[config.mk]
export PLATFORM = sky130hd
export DESIGN_NAME = cache_controller_flat
export DESIGN_NICKNAME = d
export VERILOG_FILES = /design/src/rtl/my_struct_package.sv /design/src/rtl/cache_controller_if.sv /design/src/rtl/cache_controller.sv /design/src/flat_wrapper.sv
export SDC_FILE = /design/constraint.sdc
export NUM_CORES = 2
export LEC_CHECK = 0
export BUFFER_PORTS_ARGS = -buffer_cell sky130_fd_sc_hd__buf_2
export CAP_MARGIN = 0
export CELL_PAD_IN_SITES_DETAIL_PLACEMENT = 0
export CELL_PAD_IN_SITES_GLOBAL_PLACEMENT = 1
export CORE_AREA = 2 2 359 361
export DETAILED_ROUTE_END_ITERATION = 10
export DIE_AREA = 0 0 361 363
export GPL_ROUTABILITY_DRIVEN = 0
export PLACE_DENSITY_LB_ADDON = 0.1
export SLEW_MARGIN = 40
export SYNTH_ARGS = -nofsm -noshare
export SYNTH_HDL_FRONTEND = slang
export SYNTH_SLANG_ARGS = --single-unit
[constraint.sdc]
create_clock -name clk -period 6.5 [get_ports clk]
set_input_delay 0.975 -clock clk [delete_from_list [all_inputs] [get_ports clk]]
set_output_delay 0.975 -clock clk [all_outputs]
set_load 0.01 [all_outputs]
[src/rtl/my_struct_package.sv]
// Shared types for the trace reader, cache controller and cache storage:
// trace commands, cache lines with MESI state and per-way LRU rank.
package my_struct_package;

  localparam int SETS        = 16384;
  localparam int WAYS        = 8;
  localparam int SET_BITS    = $clog2(SETS);
  localparam int WAY_BITS    = $clog2(WAYS);
  localparam int TAG_BITS    = 12;
  localparam int OFFSET_BITS = 6;
  localparam int DATA_BITS   = 32;

  typedef enum logic [1:0] {
    MESI_I = 2'd0,
    MESI_S = 2'd1,
    MESI_E = 2'd2,
    MESI_M = 2'd3
  } mesi_t;

  typedef struct packed {
    logic [TAG_BITS-1:0]    tag;
    logic [SET_BITS-1:0]    set_index;
    logic [OFFSET_BITS-1:0] offset;
  } address_t;

  typedef struct packed {
    logic [3:0] n;
    address_t   address;
  } command_t;

  typedef struct packed {
    logic [TAG_BITS-1:0]  tag;
    mesi_t                mesi;
    logic [WAY_BITS-1:0]  lru;
    logic [DATA_BITS-1:0] data;
  } cache_line_t;

  typedef cache_line_t [WAYS-1:0] cache_set_t;

endpackage

[src/rtl/cache_controller_if.sv]
// Bus bundle between the cache controller (master) and the trace reader /
// cache storage side (slave).
interface cache_controller_if;
  import my_struct_package::*;

  logic                cmd_valid;
  logic                cmd_ready;
  command_t            instruction;
  logic                snoop_shared;
  logic                read_enable;
  logic                write_enable;
  command_t            cache_request;
  cache_set_t [0:0]    cache_rd;
  cache_set_t [0:0]    cache_wr;
  logic                done;
  logic                hit;
  logic [WAY_BITS-1:0] victim_way;
  logic                evict_dirty;
  logic                writeback;
  logic [31:0]         hit_count;
  logic [31:0]         miss_count;

  modport master (
    input  cmd_valid, instruction, snoop_shared, cache_rd,
    output cmd_ready, read_enable, write_enable, cache_request, cache_wr,
           done, hit, victim_way, evict_dirty, writeback, hit_count, miss_count
  );

  modport slave (
    output cmd_valid, instruction, snoop_shared, cache_rd,
    input  cmd_ready, read_enable, write_enable, cache_request, cache_wr,
           done, hit, victim_way, evict_dirty, writeback, hit_count, miss_count
  );

endinterface

[src/rtl/cache_controller.sv]
// Cache controller: takes one trace command at a time, reads the addressed
// set from storage, resolves hit/miss, applies MESI and LRU updates, writes
// the set back and reports the outcome with a one-cycle done pulse.
module cache_controller
  import my_struct_package::*;
(
  input  logic               clk,
  input  logic               rst,
  cache_controller_if.master bus
);

  typedef enum logic [2:0] {
    IDLE, READ, LOOKUP, UPDATE, CLEAR, PRINT, DONE
  } state_t;

  state_t              state;
  state_t              state_next;
  command_t            cmd;
  logic                snoop;
  cache_set_t          set_q;
  cache_set_t          set_new;
  logic                hit_q;
  logic                evict_q;
  logic                wb_q;
  logic [WAY_BITS-1:0] victim_q;
  logic [31:0]         hit_count;
  logic [31:0]         miss_count;
  logic                counted;

  cache_set_t          look_set;
  logic                look_hit;
  logic                look_evict;
  logic                look_wb;
  logic [WAY_BITS-1:0] look_victim;
  logic                found_hit;
  logic                found_free;
  logic                fill;
  logic                touch;
  logic [WAY_BITS-1:0] hit_way;
  logic [WAY_BITS-1:0] free_way;
  logic [WAY_BITS-1:0] lru_way;
  logic [WAY_BITS-1:0] target;
  mesi_t               fill_mesi;

  assign counted        = (cmd.n <= 4'd2);
  assign bus.hit_count  = hit_count;
  assign bus.miss_count = miss_count;

  // State register; reset abandons whatever operation is in flight.
  always_ff @(posedge clk) begin
    if (rst) state <= IDLE;
    else     state <= state_next;
  end

  // Next-state decode and the storage/result strobes for the current state.
  always_comb begin
    state_next        = state;
    bus.cmd_ready     = 1'b0;
    bus.read_enable   = 1'b0;
    bus.write_enable  = 1'b0;
    bus.cache_request = '0;
    bus.cache_wr      = '0;
    bus.done          = 1'b0;
    bus.hit           = 1'b0;
    bus.victim_way    = '0;
    bus.evict_dirty   = 1'b0;
    bus.writeback     = 1'b0;
    unique case (state)
      IDLE: begin
        bus.cmd_ready = 1'b1;
        if (bus.cmd_valid) begin
          case (bus.instruction.n)
            4'd0, 4'd1, 4'd2, 4'd3, 4'd4: state_next = READ;
            4'd8:                         state_next = CLEAR;
            4'd9:                         state_next = PRINT;
            default:                      state_next = DONE;
          endcase
        end
      end
      READ: begin
        bus.read_enable   = 1'b1;
        bus.cache_request = cmd;
        state_next        = LOOKUP;
      end
      LOOKUP: state_next = UPDATE;
      UPDATE: begin
        bus.write_enable  = 1'b1;
        bus.cache_request = cmd;
        bus.cache_wr[0]   = set_new;
        state_next        = DONE;
      end
      CLEAR: begin
        bus.write_enable  = 1'b1;
        bus.cache_request = cmd;
        state_next        = DONE;
      end
      PRINT: begin
        bus.read_enable   = 1'b1;
        bus.cache_request = cmd;
        state_next        = DONE;
      end
      DONE: begin
        bus.done        = 1'b1;
        bus.hit         = hit_q;
        bus.victim_way  = victim_q;
        bus.evict_dirty = evict_q;
        bus.writeback   = wb_q;
        state_next      = IDLE;
      end
      default: state_next = IDLE;
    endcase
  end

  // Tag/MESI compare, victim choice and the modified copy of the set.
  always_comb begin
    look_set    = set_q;
    look_hit    = 1'b0;
    look_evict  = 1'b0;
    look_wb     = 1'b0;
    look_victim = '0;
    found_hit   = 1'b0;
    found_free  = 1'b0;
    fill        = 1'b0;
    touch       = 1'b0;
    hit_way     = '0;
    free_way    = '0;
    lru_way     = '0;
    target      = '0;
    fill_mesi   = MESI_I;

    for (int w = 0; w < WAYS; w++) begin
      if (set_q[w].mesi != MESI_I && set_q[w].tag == cmd.address.tag) begin
        found_hit = 1'b1;
        hit_way   = w[WAY_BITS-1:0];
      end
    end
    // Scan downwards so the lowest-index invalid way wins.
    for (int w = WAYS - 1; w >= 0; w--) begin
      if (set_q[w].mesi == MESI_I) begin
        found_free = 1'b1;
        free_way   = w[WAY_BITS-1:0];
      end
    end
    for (int w = 0; w < WAYS; w++) begin
      if (set_q[w].lru == '0) lru_way = w[WAY_BITS-1:0];
    end

    case (cmd.n)
      4'd0, 4'd2, 4'd1: begin
        touch = 1'b1;
        if (found_hit) begin
          target = hit_way;
          if (cmd.n == 4'd1) look_set[hit_way].mesi = MESI_M;
        end else begin
          fill   = 1'b1;
          target = found_free ? free_way : lru_way;
          if (cmd.n == 4'd1) fill_mesi = MESI_M;
          else if (snoop)    fill_mesi = MESI_S;
          else               fill_mesi = MESI_E;
        end
      end
      4'd3: begin
        if (found_hit) look_set[hit_way].mesi = MESI_I;
      end
      4'd4: begin
        if (found_hit) begin
          if (set_q[hit_way].mesi == MESI_M) begin
            look_set[hit_way].mesi = MESI_S;
            look_wb                = 1'b1;
          end else if (set_q[hit_way].mesi == MESI_E) begin
            look_set[hit_way].mesi = MESI_S;
          end
        end
      end
      default: ;
    endcase

    look_hit = found_hit;

    if (fill) begin
      look_set[target].tag  = cmd.address.tag;
      look_set[target].data = '0;
      look_set[target].mesi = fill_mesi;
      look_evict            = (set_q[target].mesi == MESI_M);
      look_victim           = target;
    end

    // Ways more recent than the touched one slide down; it becomes most recent.
    if (touch) begin
      for (int w = 0; w < WAYS; w++) begin
        if (set_q[w].lru > set_q[target].lru)
          look_set[w].lru = set_q[w].lru - WAY_BITS'(1);
      end
      look_set[target].lru = WAY_BITS'(WAYS - 1);
    end
  end

  // Command latch, set capture from storage and lookup result registers.
  always_ff @(posedge clk) begin
    if (rst) begin
      cmd      <= '0;
      snoop    <= 1'b0;
      set_q    <= '0;
      set_new  <= '0;
      hit_q    <= 1'b0;
      victim_q <= '0;
      evict_q  <= 1'b0;
      wb_q     <= 1'b0;
    end else begin
      case (state)
        IDLE: begin
          if (bus.cmd_valid) begin
            cmd      <= bus.instruction;
            snoop    <= bus.snoop_shared;
            hit_q    <= 1'b0;
            victim_q <= '0;
            evict_q  <= 1'b0;
            wb_q     <= 1'b0;
          end
        end
        READ: set_q <= bus.cache_rd[0];
        LOOKUP: begin
          set_new  <= look_set;
          hit_q    <= look_hit;
          victim_q <= look_victim;
          evict_q  <= look_evict;
          wb_q     <= look_wb;
        end
        default: ;
      endcase
    end
  end

  // Hit/miss statistics for read, write and fetch; cleared by the clear command.
  always_ff @(posedge clk) begin
    if (rst) begin
      hit_count  <= '0;
      miss_count <= '0;
    end else if (state == CLEAR) begin
      hit_count  <= '0;
      miss_count <= '0;
    end else if (state == DONE && counted) begin
      if (hit_q) hit_count  <= hit_count + 32'd1;
      else       miss_count <= miss_count + 32'd1;
    end
  end

endmodule

[src/flat_wrapper.sv]
// flat-port wrapper written by rule: the top's interface ports become plain ports
module cache_controller_flat import my_struct_package::*;
  (clk, rst, bus_cmd_valid, bus_instruction, bus_snoop_shared, bus_cache_rd, bus_cmd_ready, bus_read_enable, bus_write_enable, bus_cache_request, bus_cache_wr, bus_done, bus_hit, bus_victim_way, bus_evict_dirty, bus_writeback, bus_hit_count, bus_miss_count);
  cache_controller_if bus_i ();
  input  logic clk;
  input  logic rst;
  input wire logic [$bits(bus_i.cmd_valid)-1:0] bus_cmd_valid;
  input wire logic [$bits(bus_i.instruction)-1:0] bus_instruction;
  input wire logic [$bits(bus_i.snoop_shared)-1:0] bus_snoop_shared;
  input wire logic [$bits(bus_i.cache_rd)-1:0] bus_cache_rd;
  output wire logic [$bits(bus_i.cmd_ready)-1:0] bus_cmd_ready;
  output wire logic [$bits(bus_i.read_enable)-1:0] bus_read_enable;
  output wire logic [$bits(bus_i.write_enable)-1:0] bus_write_enable;
  output wire logic [$bits(bus_i.cache_request)-1:0] bus_cache_request;
  output wire logic [$bits(bus_i.cache_wr)-1:0] bus_cache_wr;
  output wire logic [$bits(bus_i.done)-1:0] bus_done;
  output wire logic [$bits(bus_i.hit)-1:0] bus_hit;
  output wire logic [$bits(bus_i.victim_way)-1:0] bus_victim_way;
  output wire logic [$bits(bus_i.evict_dirty)-1:0] bus_evict_dirty;
  output wire logic [$bits(bus_i.writeback)-1:0] bus_writeback;
  output wire logic [$bits(bus_i.hit_count)-1:0] bus_hit_count;
  output wire logic [$bits(bus_i.miss_count)-1:0] bus_miss_count;
  assign bus_i.cmd_valid = bus_cmd_valid;
  assign bus_i.instruction = bus_instruction;
  assign bus_i.snoop_shared = bus_snoop_shared;
  assign bus_i.cache_rd = bus_cache_rd;
  assign bus_cmd_ready = bus_i.cmd_ready;
  assign bus_read_enable = bus_i.read_enable;
  assign bus_write_enable = bus_i.write_enable;
  assign bus_cache_request = bus_i.cache_request;
  assign bus_cache_wr = bus_i.cache_wr;
  assign bus_done = bus_i.done;
  assign bus_hit = bus_i.hit;
  assign bus_victim_way = bus_i.victim_way;
  assign bus_evict_dirty = bus_i.evict_dirty;
  assign bus_writeback = bus_i.writeback;
  assign bus_hit_count = bus_i.hit_count;
  assign bus_miss_count = bus_i.miss_count;
  cache_controller u_core (.clk(clk), .rst(rst), .bus(bus_i));
endmodule
### After elaboration in Yosys (flattened, before gate mapping)

Cells that the tools add are included.

| word-level totals | value |
|---|---|
| flip-flop bits (word level) | 894 |
| input port bits | 432 |
| word-level logic and storage cells | 295 |

| operators by class | value |
|---|---|
| add/sub/neg operators | 10 |
| order comparisons | 13 |
| eq/ne operators | 28 |
| multiplexer cells | 118 |
| bitwise gates (word level) | 1 |
| reduce and logical (&&, ||, !) cells | 49 |

Operators by type and width:

| kind | count |
|---|---|
| 392-bit 2-to-1 mux | 9 |
| 392-bit bitwise mux | 7 |
| 392-bit one-hot mux with 3 select lines | 1 |
| 49-bit demux with 3-bit select | 5 |
| 49-bit binary-select mux with 3-bit select | 2 |
| 37-bit 2-to-1 mux | 4 |
| 3-bit 2-to-1 mux | 39 |
| 12-bit == test | 8 |
| 32-bit by 1-bit adder with 32-bit output (second input constant) | 2 |
| 49-bit 2-to-1 mux | 1 |
| 36-bit 2-to-1 mux | 1 |
| 35-bit 2-to-1 mux | 1 |
| 1-bit 2-to-1 mux | 33 |
| 32-bit 2-to-1 mux | 1 |
| 3-bit > comparator | 8 |
| 3-bit zero test | 8 |
| 3-bit by 1-bit subtractor with 3-bit output (second input constant) | 8 |
| 2-bit nonzero test | 9 |
| 4-bit by 2-bit == test with 1-bit output (second input constant) | 4 |
| 2-bit zero test | 8 |
| 2-bit 2-to-1 mux | 8 |
| 3-bit one-hot mux with 4 select lines | 1 |
| 1-bit logical AND | 11 |
| 3-bit == test (second input constant) | 3 |
| 20 further kinds | 37 |

### Longest topological paths before layout

| depth | value |
|---|---|
| depth in word-level cells | 26 |
| depth in mapped cells | 20 |

### Least setup slack after synthesis

No wires, ideal clock.

| timing | value |
|---|---|
| path type | reg-to-reg |
| start | reg u_core.cmd[20] (netlist bit) |
| end | reg u_core.set_new[34] (netlist bit) |
| library setup time | 0.091 ns |
| data arrival time | 4.636 ns |
| slack | 1.773 ns |
| cell stages (with the launch flop) | 20 |
| buffers on the path | 1 |
| cells stage by stage | dfxtp_1 buf_6 xor2_1 nor4_1 nand4_1 or4_1 and2_1 a31oi_1 o22a_1 nand2b_1 nand2b_1 o22ai_1 or4_1 ha_1 inv_1 a311oi_1 a311oi_1 a311oi_2 nand3b_1 a311oi_1 |

| between the ends | value |
|---|---|
| word-level cells in the longest chain between the ends | 24 |
| elaborated cells between the ends (all ways) | 69 |

Ends and longest elaborated chain:

| element | line | text |
|---|---|---|
| start: declaration | cache_controller.sv:18 | `command_t cmd;` |
| start signal: assignment | cache_controller.sv:213 | `cmd <= bus.instruction;` |
| 12-bit == test | cache_controller.sv:132 | `if (set_q[w].mesi != MESI_I && set_q[w].tag == cmd.address.tag) begin` |
| 1-bit logical AND | cache_controller.sv:132 |  |
| 1-bit 2-to-1 mux | cache_controller.sv:132 |  |
| 2-bit 2-to-1 mux (2 in a row) | cache_controller.sv:132 |  |
| 3-bit 2-to-1 mux (4 in a row) | cache_controller.sv:132 |  |
| 49-bit binary-select mux with 3-bit select | cache_controller.sv:167, cache_controller.sv:170 |  |
| 37-bit 2-to-1 mux (implied by the code) | cache_controller.sv:167, cache_controller.sv:170 |  |
| 2-bit == test | cache_controller.sv:170 | `end else if (set_q[hit_way].mesi == MESI_E) begin` |
| (+4 left out) | n/a |  |
| 392-bit bitwise mux | cache_controller.sv:181 | `look_set[target].tag = cmd.address.tag;` |
| 392-bit bitwise mux | cache_controller.sv:182 | `look_set[target].data = '0;` |
| 392-bit bitwise mux | cache_controller.sv:183 | `look_set[target].mesi = fill_mesi;` |
| 392-bit 2-to-1 mux | cache_controller.sv:180 | `if (fill) begin` |
| 3-bit 2-to-1 mux | cache_controller.sv:191 | `if (set_q[w].lru > set_q[target].lru)` |
| 3-bit 2-to-1 mux | cache_controller.sv:189 | `if (touch) begin` |
| 392-bit bitwise mux | cache_controller.sv:194 | `look_set[target].lru = WAY_BITS'(WAYS - 1);` |
| 392-bit 2-to-1 mux (*) | cache_controller.sv:189 |  |
| end signal: assignment | cache_controller.sv:223 | `set_new <= look_set;` |
| end: declaration | cache_controller.sv:21 | `cache_set_t set_new;` |

Mark *: on every way between the ends. The rest lies on a longest branch, timed or not. The select of a mux whose other input is x is not followed.
A chain may end at the register's enable or synchronous reset.

### Worst setup path in the final report

| timing | value |
|---|---|
| start | reg u_core.cmd[25] (netlist bit) |
| end | reg u_core.set_new[34] (netlist bit) |

The elaborated chain is that of the path after synthesis.

==> impl_metrics.csv <==
group,metric,value,unit
logic_synthesis,post_synth_most_frequent_cells,"sky130_fd_sc_hd__nand2_1 (1254), sky130_fd_sc_hd__dfxtp_1 (894), sky130_fd_sc_hd__a21oi_1 (744), sky130_fd_sc_hd__and2_1 (442), sky130_fd_sc_hd__clkbuf_1 (350)",
place,io_buffers,933,
sta,timing.final.hold_violations,0,
logic_synthesis,synthDominantCellAreaShare,45.9,%
power_and_ir_drop,share_seq_of_total_power,39.0,%
place,detailed_place.area,45000,um^2
setup_path,critPathMostFrequentCell,"sky130_fd_sc_hd__a311oi_1",
logic_synthesis,postSynthNetCount,5478,
floorplan,io_pins,934,
power_and_ir_drop,ir_worst_vdd,0.204,mV
logic_synthesis,synth-async-reset-ratio,0,%
clock_tree,cts_bufs_inserted,107,
setup_path,cp.arrival,6.68,ns
setup_path,worstPathCellList,"xnor2_1 > nand4_1 > nor4_1 > nand4_1 > a211oi_1 > o21ai_1 > o21ai_4 > or2_2 > o22ai_1 > or4_1 > ha_1 > inv_1 > a311oi_1 > a311oi_1 > a311oi_2 > nand3b_1 > a311oi_1",
clock_tree,cts_setup_buffers,0,
run_status,outcome,"finished, final reports clean",
setup_path,worst_setup_path_class,"register to register",
power_and_ir_drop,power.share.clock,40.2,%
power_and_ir_drop,p_int,10.8,mW
sta,max_freq,165,MHz
logic_synthesis,yosys.cell_count.top_type,"sky130_fd_sc_hd__nand2_1",
sta,fin_crit_sh,93.3,%
logic_synthesis,ys_types,79,
global_routing,global_route_wire_length_before_repair,249000,um
floorplan,fp-row-count,131,
floorplan,dieHeight,363,um
job,maxCapViolations,0,
power_and_ir_drop,p_sw,5.13,mW
clock_tree,cts.hold.buffers_added,0,
logic_synthesis,ys_seq_elements,894,
setup_path,critical_path_required,7.12,ns
clock_tree,clock_tree.root_cell,"sky130_fd_sc_hd__clkbuf_16",
final_layout,nets,6182,
clock_tree,clk-insertion-delay-late,0.72,ns
logic_synthesis,synthFlopType,"sky130_fd_sc_hd__dfxtp_1",
sta,worst_margin_slew,0.944,ns
route,drc,0,
sta,fin_crit,6.07,ns
sta,setup-violations-final,0,
route,vias,37652,
global_routing,grt_pass1_vias,35690,
sta,relSlewSlack,37.1,%
floorplan,starting_density_of_the_core,30.7,%
final_layout,final_cell_area,48900,um^2
power_and_ir_drop,switching_share,32.2,%
route,route.antenna.remaining_nets,0,
logic_synthesis,synth.yosys.seq_area_share,45.9,%
route,dr.pass1.iters,5,
clock_tree,tritoncts_clock_tree,"yes",
floorplan,design.die.area,131000,um^2
global_routing,maximum_number_of_pins_on_one_net_before_global_route_repair,173,
logic_synthesis,synth.cell_area,39000,um^2
clock_tree,clock_tree.buffer_depth,3,
logic_synthesis,post_synthesis_instance_total,5013,
clock_tree,clock_sinks,894,
final_layout,syn2layout_area_growth,25.3,%
floorplan,die_w,361,um
clock_tree,postCtsResizedCells,0,
power_and_ir_drop,leakagePower,19.9,nW
setup_path,rrSetupSlack,0.43,ns
setup_path,critical_path.endpoint_type,"register",
sta,final_max_slew_viol_count,0,
power_and_ir_drop,power_density,326,nW/um^2
global_routing,grtUsageTotal,25.2,%
final_layout,final_layout_size_suffix_gt1_share,21.4,%
power_and_ir_drop,power.share.combinational,20.7,%
logic_synthesis,synth_top_cell_by_area,"sky130_fd_sc_hd__dfxtp_1",
sta,fin_skew,0.0375,ns
clock_tree,clk_pin_slew_worst_paths,0.06,ns
place,post-dp-hpwl,121000,um
final_layout,register_area,17900,um^2
route,route.detailed.wl_per_inst,23.1,um
sta,fin_tns_setup,0,ns
floorplan,coreArea,127000,um^2
global_routing,grt_antenna_before_repair,87,
final_layout,multiInputGateArea,19500,um^2
setup_path,worst_path_largest_cell_delay,0.77,ns
final_layout,fillCellCount,13603,
logic_synthesis,synth_edf_count,0,
logic_synthesis,synthTopCellsByArea,"sky130_fd_sc_hd__dfxtp_1 (46%), sky130_fd_sc_hd__nand2_1 (12%), sky130_fd_sc_hd__a21oi_1 (9.5%)",
setup_path,critPathLaunchType,"register",
global_routing,grt-ovfl-total,0,
hold_path,min_path_type,"register to register",
sta,grt_setup_unrepaired,"no",
logic_synthesis,synthesis.area_per_instance,7.78,um^2
logic_synthesis,ys_warn_count,0,
setup_path,critical-path-slowest-cell,"sky130_fd_sc_hd__dfxtp_2",
setup_path,crit_path_max_fanout,18,
clock_tree,cts_htree_levels,3,
route,routed_wirelength,173000,um
route,detailedRoute.firstIterationViolations,2392,
route,post_drt_via_cell_ratio,5.02,
-- worst max-delay path, delay by kind of cell (launching register included) --
family | cells | cell delay (ns)
compound gates | 8 | 2.48
xor+xnor | 1 | 0.19
fa+ha+maj | 1 | 0.47
buf+inv | 1 | 0.06
flops | 1 | 0.77
simple gates | 6 | 1.98
-- area by class of cell --
class / count / share of cell area [%]
Tap cell: 1662 / 4.26
Clock inverter: 36 / 1.08
Multi-Input combinational cell: 3686 / 39.9
Clock buffer: 162 / 6.59
Timing Repair Buffer: 997 / 11.1
Inverter: 31 / 0.238
Antenna cell: 27 / 0.138
Sequential cell: 894 / 36.7
-- routing by layer --
metal	vias up	routed length, um	share of wire (%)	global-route usage [%]
met1	18015	74100	43	31.6
met3	305	11900	6.8	7.03
met2	1084	82200	47	41.9
li1	18178	-	-	-
met5	-	448	0.26	0
met4	70	4690	2.7	7.52
-- sequential cells by signal, summed over array words and instances (netlist names) --
signal and cells:
u_core.state 3, u_core.snoop 1, u_core.victim_q 3, u_core.evict_q 1
u_core.wb_q 1, u_core.set_q 392, u_core.set_new 392, u_core.bus.miss_count 32
u_core.hit_q 1, u_core.bus.hit_count 32, u_core.cmd 36
-- power groups by stage --
| stage | Combinational [mW] | Clock (mW) | Sequential (mW) |
|---|---|---|---|
| 4_1_cts | 3.32 | 6.58 | 6.22 |
| 6_report | 3.31 | 6.41 | 6.22 |
| 3_3_place_gp | 3.28 | 0 | 6.33 |
| 5_1_grt | 3.62 | 6.79 | 6.27 |
| 2_1_floorplan | 2.25 | 0 | 6.15 |
| 3_5_place_dp | 3.31 | 0 | 6.34 |
-- kinds of logic (layout without fill, tap and decap cells) --
kind of cell | after synthesis | after routing | synth area share (%)
compound gates | 1003 | 1003 | 14.7
xor+xnor | 157 | 157 | 3.53
fa+ha+maj | 35 | 35 | 1.11
buf+inv | 433 | 1226 | 4.37
flops | 894 | 894 | 45.9
mux | 96 | 96 | 2.52
other cells | 0 | 27 | 0
simple gates | 2395 | 2395 | 27.9
-- cells in the final DEF, fill, tap and decap left out, drive strengths merged, types with 68 or more instances in the layout --
cell	Yosys	routed
xor2	89	89
nand3	297	297
buf	52	997
and2	443	443
dfxtp	894	894
a211oi	89	89
a21oi	744	744
mux2i	86	86
nand2	1255	1255
xnor2	68	68
clkbuf	350	162
nor2	247	247
-- worst paths after layout --
check / from / end / cells past startpoint
worst min-delay path: u_core.set_new[347] / u_core.set_new[347] / 2
worst max-delay path: u_core.cmd[25] / u_core.set_new[34] / 17
worst max register to register: u_core.cmd[25] / u_core.set_new[34] / 17
worst min register to register: u_core.set_new[347] / u_core.set_new[347] / 2
-- through the flow --
step / instances / utilization (%) / power, mW / hold slack, ns / setup WS (ns)
2_1_floorplan: 5013 / - / 8.40 / 0.407 / 1.77
3_3_place_gp: 7265 / 35.3 / 9.61 / 0.430 / 0.457
3_5_place_dp: 7267 / 35.4 / 9.64 / 0.435 / 0.394
4_1_cts: 7465 / 38.3 / 16.1 / 0.436 / 0.363
5_1_grt: 7485 / 38.4 / 16.7 / 0.454 / 0.159
6_report: 7495 / 38.5 / 15.9 / 0.443 / 0.435
(Power assumes the default switching activity.)
